==> config.mk <==
export PLATFORM = sky130hd
export DESIGN_NAME = lfsr_step_reg
export DESIGN_NICKNAME = d
export VERILOG_FILES = /design/src/rtl/lfsr_step_reg.sv
export SDC_FILE = /design/constraint.sdc
export NUM_CORES = 1
export LEC_CHECK = 0
export ABC_AREA = 1
export BUFFER_PORTS_ARGS = -buffer_cell sky130_fd_sc_hd__buf_2
export CAP_MARGIN = 25
export CORE_MARGIN = 5
export CORE_UTILIZATION = 55
export CTS_CLUSTER_DIAMETER = 120
export DETAILED_ROUTE_END_ITERATION = 10
export HOLD_SLACK_MARGIN = 0.15
export PLACE_DENSITY_LB_ADDON = 0.1
export SLEW_MARGIN = 20
export SYNTH_ARGS = -nofsm -noshare
export SYNTH_HDL_FRONTEND = slang
export SYNTH_SLANG_ARGS = --single-unit
==> constraint.sdc <==
create_clock -name clk_in -period 1.65 [get_ports clk_in]
set_input_delay 0.165 -clock clk_in [delete_from_list [all_inputs] [get_ports clk_in]]
set_output_delay 0.165 -clock clk_in [all_outputs]
set_load 0.01 [all_outputs]
==> src/rtl/lfsr_step_reg.sv <==
// lfsr_step_reg
//   WIDTH-bit state register with parallel load, serial shift and Fibonacci
//   LFSR step modes, plus period measurement of the stepped sequence.
//
//   Optional feature macro: LFSR_LOCKUP_RECOVER_EN
//     defined   -> a step attempted from the all-zero state reloads SEED and
//                  pulses lockup for one cycle
//     undefined -> the all-zero state is sticky under stepping; lockup is 0
//
// Ports
//   clk_in      rising-edge clock
//   rst_n       asynchronous active-low reset
//   load        parallel load strobe (highest priority, ignores en)
//   in          parallel load data
//   en          enables the operation selected by mode
//   mode        00 hold, 01 shift, 10 LFSR step, 11 hold
//   ser_in      serial input bit for shift mode
//   q_out       state register
//   serial_out  q_out MSB, combinational
//   wrap        one-cycle pulse when a step returns to the start value
//   period_out  step count of the last completed cycle
//   lockup      one-cycle pulse when all-zero recovery fires
module lfsr_step_reg #(
   parameter int unsigned       WIDTH = 8,
   parameter logic [WIDTH-1:0]  TAPS  = WIDTH'(8'hB8),
   parameter logic [WIDTH-1:0]  SEED  = WIDTH'(1)
) (
   input  logic             clk_in,
   input  logic             rst_n,
   input  logic             load,
   input  logic [WIDTH-1:0] in,
   input  logic             en,
   input  logic [1:0]       mode,
   input  logic             ser_in,
   output logic [WIDTH-1:0] q_out,
   output logic             serial_out,
   output logic             wrap,
   output logic [WIDTH-1:0] period_out,
   output logic             lockup
);

   typedef enum logic [1:0] {
      MODE_HOLD  = 2'b00,
      MODE_SHIFT = 2'b01,
      MODE_STEP  = 2'b10,
      MODE_IDLE  = 2'b11
   } mode_t;

   localparam logic [WIDTH-1:0] ONE = WIDTH'(1);

   mode_t            mode_sel;
   logic             fb;
   logic [WIDTH-1:0] shift_nxt;
   logic [WIDTH-1:0] step_nxt;
   logic [WIDTH-1:0] start;
   logic [WIDTH-1:0] cnt;

   always_comb begin
      mode_sel  = mode_t'(mode);
      fb        = ^(q_out & TAPS);
      shift_nxt = {q_out[WIDTH-2:0], ser_in};
      step_nxt  = {q_out[WIDTH-2:0], fb};
   end

   assign serial_out = q_out[WIDTH-1];

`ifdef LFSR_LOCKUP_RECOVER_EN
   logic lockup_r;
   assign lockup = lockup_r;
`else
   assign lockup = 1'b0;
`endif

   always_ff @(posedge clk_in or negedge rst_n) begin
      if (!rst_n) begin
         q_out      <= SEED;
         start      <= SEED;
         cnt        <= '0;
         period_out <= '0;
         wrap       <= 1'b0;
`ifdef LFSR_LOCKUP_RECOVER_EN
         lockup_r   <= 1'b0;
`endif
      end else begin
         wrap     <= 1'b0;
`ifdef LFSR_LOCKUP_RECOVER_EN
         lockup_r <= 1'b0;
`endif
         if (load) begin
            q_out <= in;
            start <= in;
            cnt   <= '0;
         end else if (en) begin
            case (mode_sel)
               MODE_SHIFT: begin
                  // Shifting redefines the sequence, so tracking restarts here.
                  q_out <= shift_nxt;
                  start <= shift_nxt;
                  cnt   <= '0;
               end
               MODE_STEP: begin
                  if (q_out != '0) begin
                     q_out <= step_nxt;
                     if (step_nxt == start) begin
                        wrap       <= 1'b1;
                        period_out <= cnt + ONE;
                        cnt        <= '0;
                     end else begin
                        cnt <= cnt + ONE;
                     end
                  end
`ifdef LFSR_LOCKUP_RECOVER_EN
                  else begin
                     q_out    <= SEED;
                     start    <= SEED;
                     cnt      <= '0;
                     lockup_r <= 1'b1;
                  end
`endif
               end
               default: ;
            endcase
         end
      end
   end

endmodule
# --- Word-level counts from Yosys, hierarchy flattened ---
# Cells that the tools add are included.
classes:
  n_mux: 17
  addsub: 1
  eq_ne: 4
  bitwise: 1
  n_reduce_logical: 8
op_table:
  columns: ["op", "count"]
  rows:
  - ["two-way mux 8 bit", 10]
  - ["case mux 8 bit (2 select lines)", 2]
  - ["adder 8 x 1 -> 8 bit, second input constant", 1]
  - ["equality test 8 bit", 1]
  - ["nonzero test 8 bit", 1]
  - ["parity 8 bit", 1]
  - ["two-way mux 1 bit", 5]
  - ["AND reduction 5 bit", 1]
  - ["nonzero test 2 bit", 2]
  - ["!= test 3 bit, second input constant", 1]
  - ["AND reduction 3 bit", 1]
  - ["nonzero test 3 bit", 1]
  - ["equality test 2 x 1 -> 1 bit, second input constant", 1]
  - ["equality test 2 bit, second input constant", 1]
  - ["AND reduction 2 bit", 1]
  - ["inverter 1 bit", 1]
totals:
  regBits: 33
  out_inout_bits: 19
  elab_cells: 36
  inputBits: 15

# --- Depth between registers and ports, before layout ---
depth:
  word_depth: 7
  depth_mapped: 11
  mapped_depth_nobuf: 11

# --- Least setup slack after synthesis ---
# OpenSTA, ideal clock, no wires.
synth_timing:
  kind: "reg2reg"
  start: "register q_out[4]"
  end: "register period_out[0]"
  setup_time_ns: 0.065
  t_arrival_ns: 1.561
  n_path_buf: 0
  period_less_slack_ns: 1.627
  slack_ns: 0.023
  required_ns: 1.585
  stages_incl_launch_ff: 12
  cell_sequence: "dfrtp_1 inv_1 ha_1 inv_1 nand2_1 nand3_2 nand2_1 nand2_1 inv_2 nor2_4 nand3_1 nand2_1"
synth_via:
  elab_chain_len: 3
  word_cells_on_any_way: 4
  classes_between: "1 x eq/ne; 3 x reduce/logical"
synth_lines:
  columns: ["element", "line_no", "text"]
  rows:
  - ["start, declared", "35", "output logic [WIDTH-1:0] q_out,"]
  - ["start signal, assigned", "90", "q_out <= in;"]
  - ["start signal, assigned", "97", "q_out <= shift_nxt;"]
  - ["start signal, assigned", "103", "q_out <= step_nxt;"]
  - ["parity 8 bit", "60", "fb = ^(q_out & TAPS);"]
  - ["equality test 8 bit", "104", "if (step_nxt == start) begin"]
  - ["AND reduction 5 bit (no source line) (*)", null, null]
  - ["end signal, assigned", "106", "period_out <= cnt + ONE;"]
  - ["end, declared", "38", "output logic [WIDTH-1:0] period_out,"]
# Mark *: on every way between the ends. The rest lies on a longest branch, timed or not.
# A chain may end at the register's enable or synchronous reset.

# --- Worst setup path in the final report ---
layout_timing:
  start: "register q_out[4]"
  end: "register period_out[1]"
# The elaborated chain is that of the path after synthesis.

==> impl_results.md <==
* Crit-path max FO at 8
* Die Y at between 60 and 70 µm
* Synth cell count leaders: nand2_1 (98), dfrtp_1 (31), inv_1 (22)
* DIE AREA at around 0.0047 mm²
* Unrepaired setup endpoints after global routing: yes
* Worst Hold Launch: mode[0]
* Routed Antenna Nets at 0
* Synthesized instance count at approximately 250
* Status: finished clean
* Die Span X at roughly 69 µm
* RR Startpoint: q_out[4]$_DFFE_PN0P_
* Post-synthesis sequential area ratio at around 44%
* Total gr overflow at 0
* CTS tree: yes
* Sw frac at between 30% and 40%
* Synth-to-Final Area Change at 25.68%
* CP Launch Type: register
* WL final at a little over 4 mm
* Layout cell share with drive strength beyond 1 at between 30% and 40%
* Number of H-tree levels at 2
* Most common cell in the netlist: nand2_1
* Area of the multi-input gates at ~0.0010 mm²
* CTS root buf: clkbuf_4
* Pwr/cell area at 843.0 mW/mm²
* Post-Syn Area at around 0.0019 mm²
* Fill count at 306
* Port Buffer Count at 32
* Synth Flop Type: dfrtp_1
* Peak supply drop at 0.6839 mV
* Ports at 34
* Asr flop ratio synth at 100.0%
* NetSw at a little over 700 µW
* First-pass GRT wire length at ~6.8 mm
* N_diodes at 0
* Final setup vio count at 0
* Post-synth EDFFs at 0
* Clock sink count at 33
* Worst Setup SP: q_out[4]$_DFFE_PN0P_
* Layout Utilization at between 70 and 80%
* GRT Total Usage at between 10% and 20%
* Top post-synthesis cells by area: dfrtp_1 (41%), nand2_1 (19%), nand3_1 (5.6%), inv_1 (4.4%), o21ai_0 (3.7%)
* Number of remaining DRC errors at 0
* Via count at about 1,700
* Yosys cell types at 29
* Sequential share of power at between 40% and 50%
* Antenna violations before repair at 0
* Avg Cell Area, Syn at roughly 7.7 µm²
* Pre-antenna DRT Iters at 4
* Post-Route Skew at 21.03 ps
* Max Fclk at a little over 600 MHz
* Worst skew pair latency at about 350 ps
* Synth top area share at 41.03%
* GPL Wtd Cong at about 0.82
* Clock slew at reported path FFs at 120 ps
* Synth area leader: dfrtp_1
* Static leakage at around 0.0013 µW
* Min Tclk post-route at 1629 ps
* Clock power frac at roughly 22%
* Post-Syn Nets at approximately 260
* Final period util at 98.72%
* Largest net degree at the start of global routing at 34
* CP Class: register to register
* Drt initial violations at between 80 and 90
* Hpwl dp at slightly above 3 mm
* Crit path required time at about 1900 ps
* Cell internal pwr at 1288 µW
* Starting Density at between 50% and 60%
* Vias in the first global route at between 1,500 and 2,000
* Final WS setup at approximately 21 ps
* Max_cap viols at 0
* FF+latch count, synth at 33
* Max Root-Sink Buffers at 2
* Hold Violations, Final at 0
* Tightest Hold Check Type: input pin to register
* Slew Viols, Final at 0
* Synthesis warning total at 0
* Row count at 21
* Combinational Power Share at between 30% and 40%
* Setup TNS at 0 ps
* Vias per inst at around 4.9
* Pre-CTS setup slack at -20.10 ps
* Core Region at between 0.003 and 0.004 mm²
* Reg area at around 830 µm²
* Post-DR wirelength/cell at between 10 and 15 µm
* Final nets at between 300 and 400
* Crit. End Element: register
* Critical Path AT at between 1500 and 2000 ps
* Cts bufs inserted at 5
## registers in the layout, summed over array words and instances, names as in the netlist
register / count
start: 8
cnt: 8
q_out: 8
wrap: 1
period_out: 8
## routing by layer
metal,track usage [%],part of all wire [%]
met3,3.890,4.7
met1,28.44,50
met5,0,0
met2,29.56,44
met4,6.948,1.4
## logic make-up (layout without fill, tap and decap cells)
| kind of cell | after synthesis | in the layout | synth area share, % |
|---|---|---|---|
| AND/OR/NAND/NOR | 140 | 140 | 34.61 |
| buffers and inverters | 36 | 87 | 8.537 |
| flip-flops | 33 | 33 | 43.81 |
| AO/OA/AOI/OAI | 24 | 24 | 7.346 |
| XOR/XNOR | 9 | 9 | 4.170 |
| adder cells (fa/ha/maj) | 2 | 2 | 1.323 |
| other | 1 | 1 | 0.1984 |
## worst paths after layout
kind,end,slack (ps),depth (start not counted)
min in group asynchronous,cnt[7]$_DFFE_PN0P_,360,3
worst min-delay path,start[0]$_DFFE_PN1P_,170,4
max in group asynchronous,q_out[0]$_DFFE_PN1P_,940,3
worst min register to register,period_out[7]$_DFFE_PN0P_,480,2
worst max-delay path,period_out[1]$_DFFE_PN0P_,20,11
worst max register to register,period_out[1]$_DFFE_PN0P_,20,11
## through the flow
| step | hold slack (ps) | instances | area, µm² | total power (µW) |
|---|---|---|---|---|
| finish | 173.7 | 342 | 2376 | 2003 |
| global route | 201.0 | 342 | 2376 | 2138 |
| CTS | 163.3 | 338 | 2226 | 1886 |
| detailed placement | 215.7 | 327 | 2138 | 1434 |
| global placement | 215.1 | 327 | 2138 | 1422 |
| floorplan | -130.6 | 245 | 1891 | 1257 |
## layout make-up
cell class	count	area share, %
multi-input combinational	176	42.97
sequential	33	34.86
timing repair buffer	50	12.74
inverter	29	4.687
tap	46	2.422
clock buffer	5	1.580
clock inverter	3	0.7372
## placed cells by master (no fill, tap or decap), drive strengths merged, types with 2 or more instances in the layout
cell type | synthesis | routed
clkinv | 0 | 2
dfstp | 2 | 2
nor2 | 9 | 9
clkbuf | 1 | 5
o21ai | 21 | 21
inv | 29 | 29
dlygate4sd3 | 0 | 3
dfrtp | 31 | 31
xor2 | 6 | 6
nand3 | 26 | 26
ha | 2 | 2
buf | 6 | 47
xnor2 | 3 | 3
nand2 | 102 | 102
## critical path, cell delays in order (launching register included)
cell and delay (ps):
dfrtp_1 420, inv_2 100, buf_4 120, buf_4 110
nand2_1 50, nand2_2 70, nand2_2 70, nor2_4 120
nand3_4 80, nor2_4 250, nand3_1 110, nand2_1 80
## timing repair
item                                    in CTS  in global routing
endpoints found under the setup margin      15                 21
setup buffers                                0                  4
hold buffers                                 3                  0
resized for setup                            1                 28
endpoints found under the hold margin       34                  0
pin swaps                                    0                 17
## power groups by stage
stage / clock (µW) / sequential, µW / combinational, µW
after global placement: 0 / 935 / 488
after detailed placement: 0 / 937 / 497
final: 444 / 926 / 634
after CTS: 457 / 922 / 507
after floorplan: 0 / 947 / 310
after global routing: 503 / 936 / 699
No activity file was read; power rests on OpenSTA's default activity.
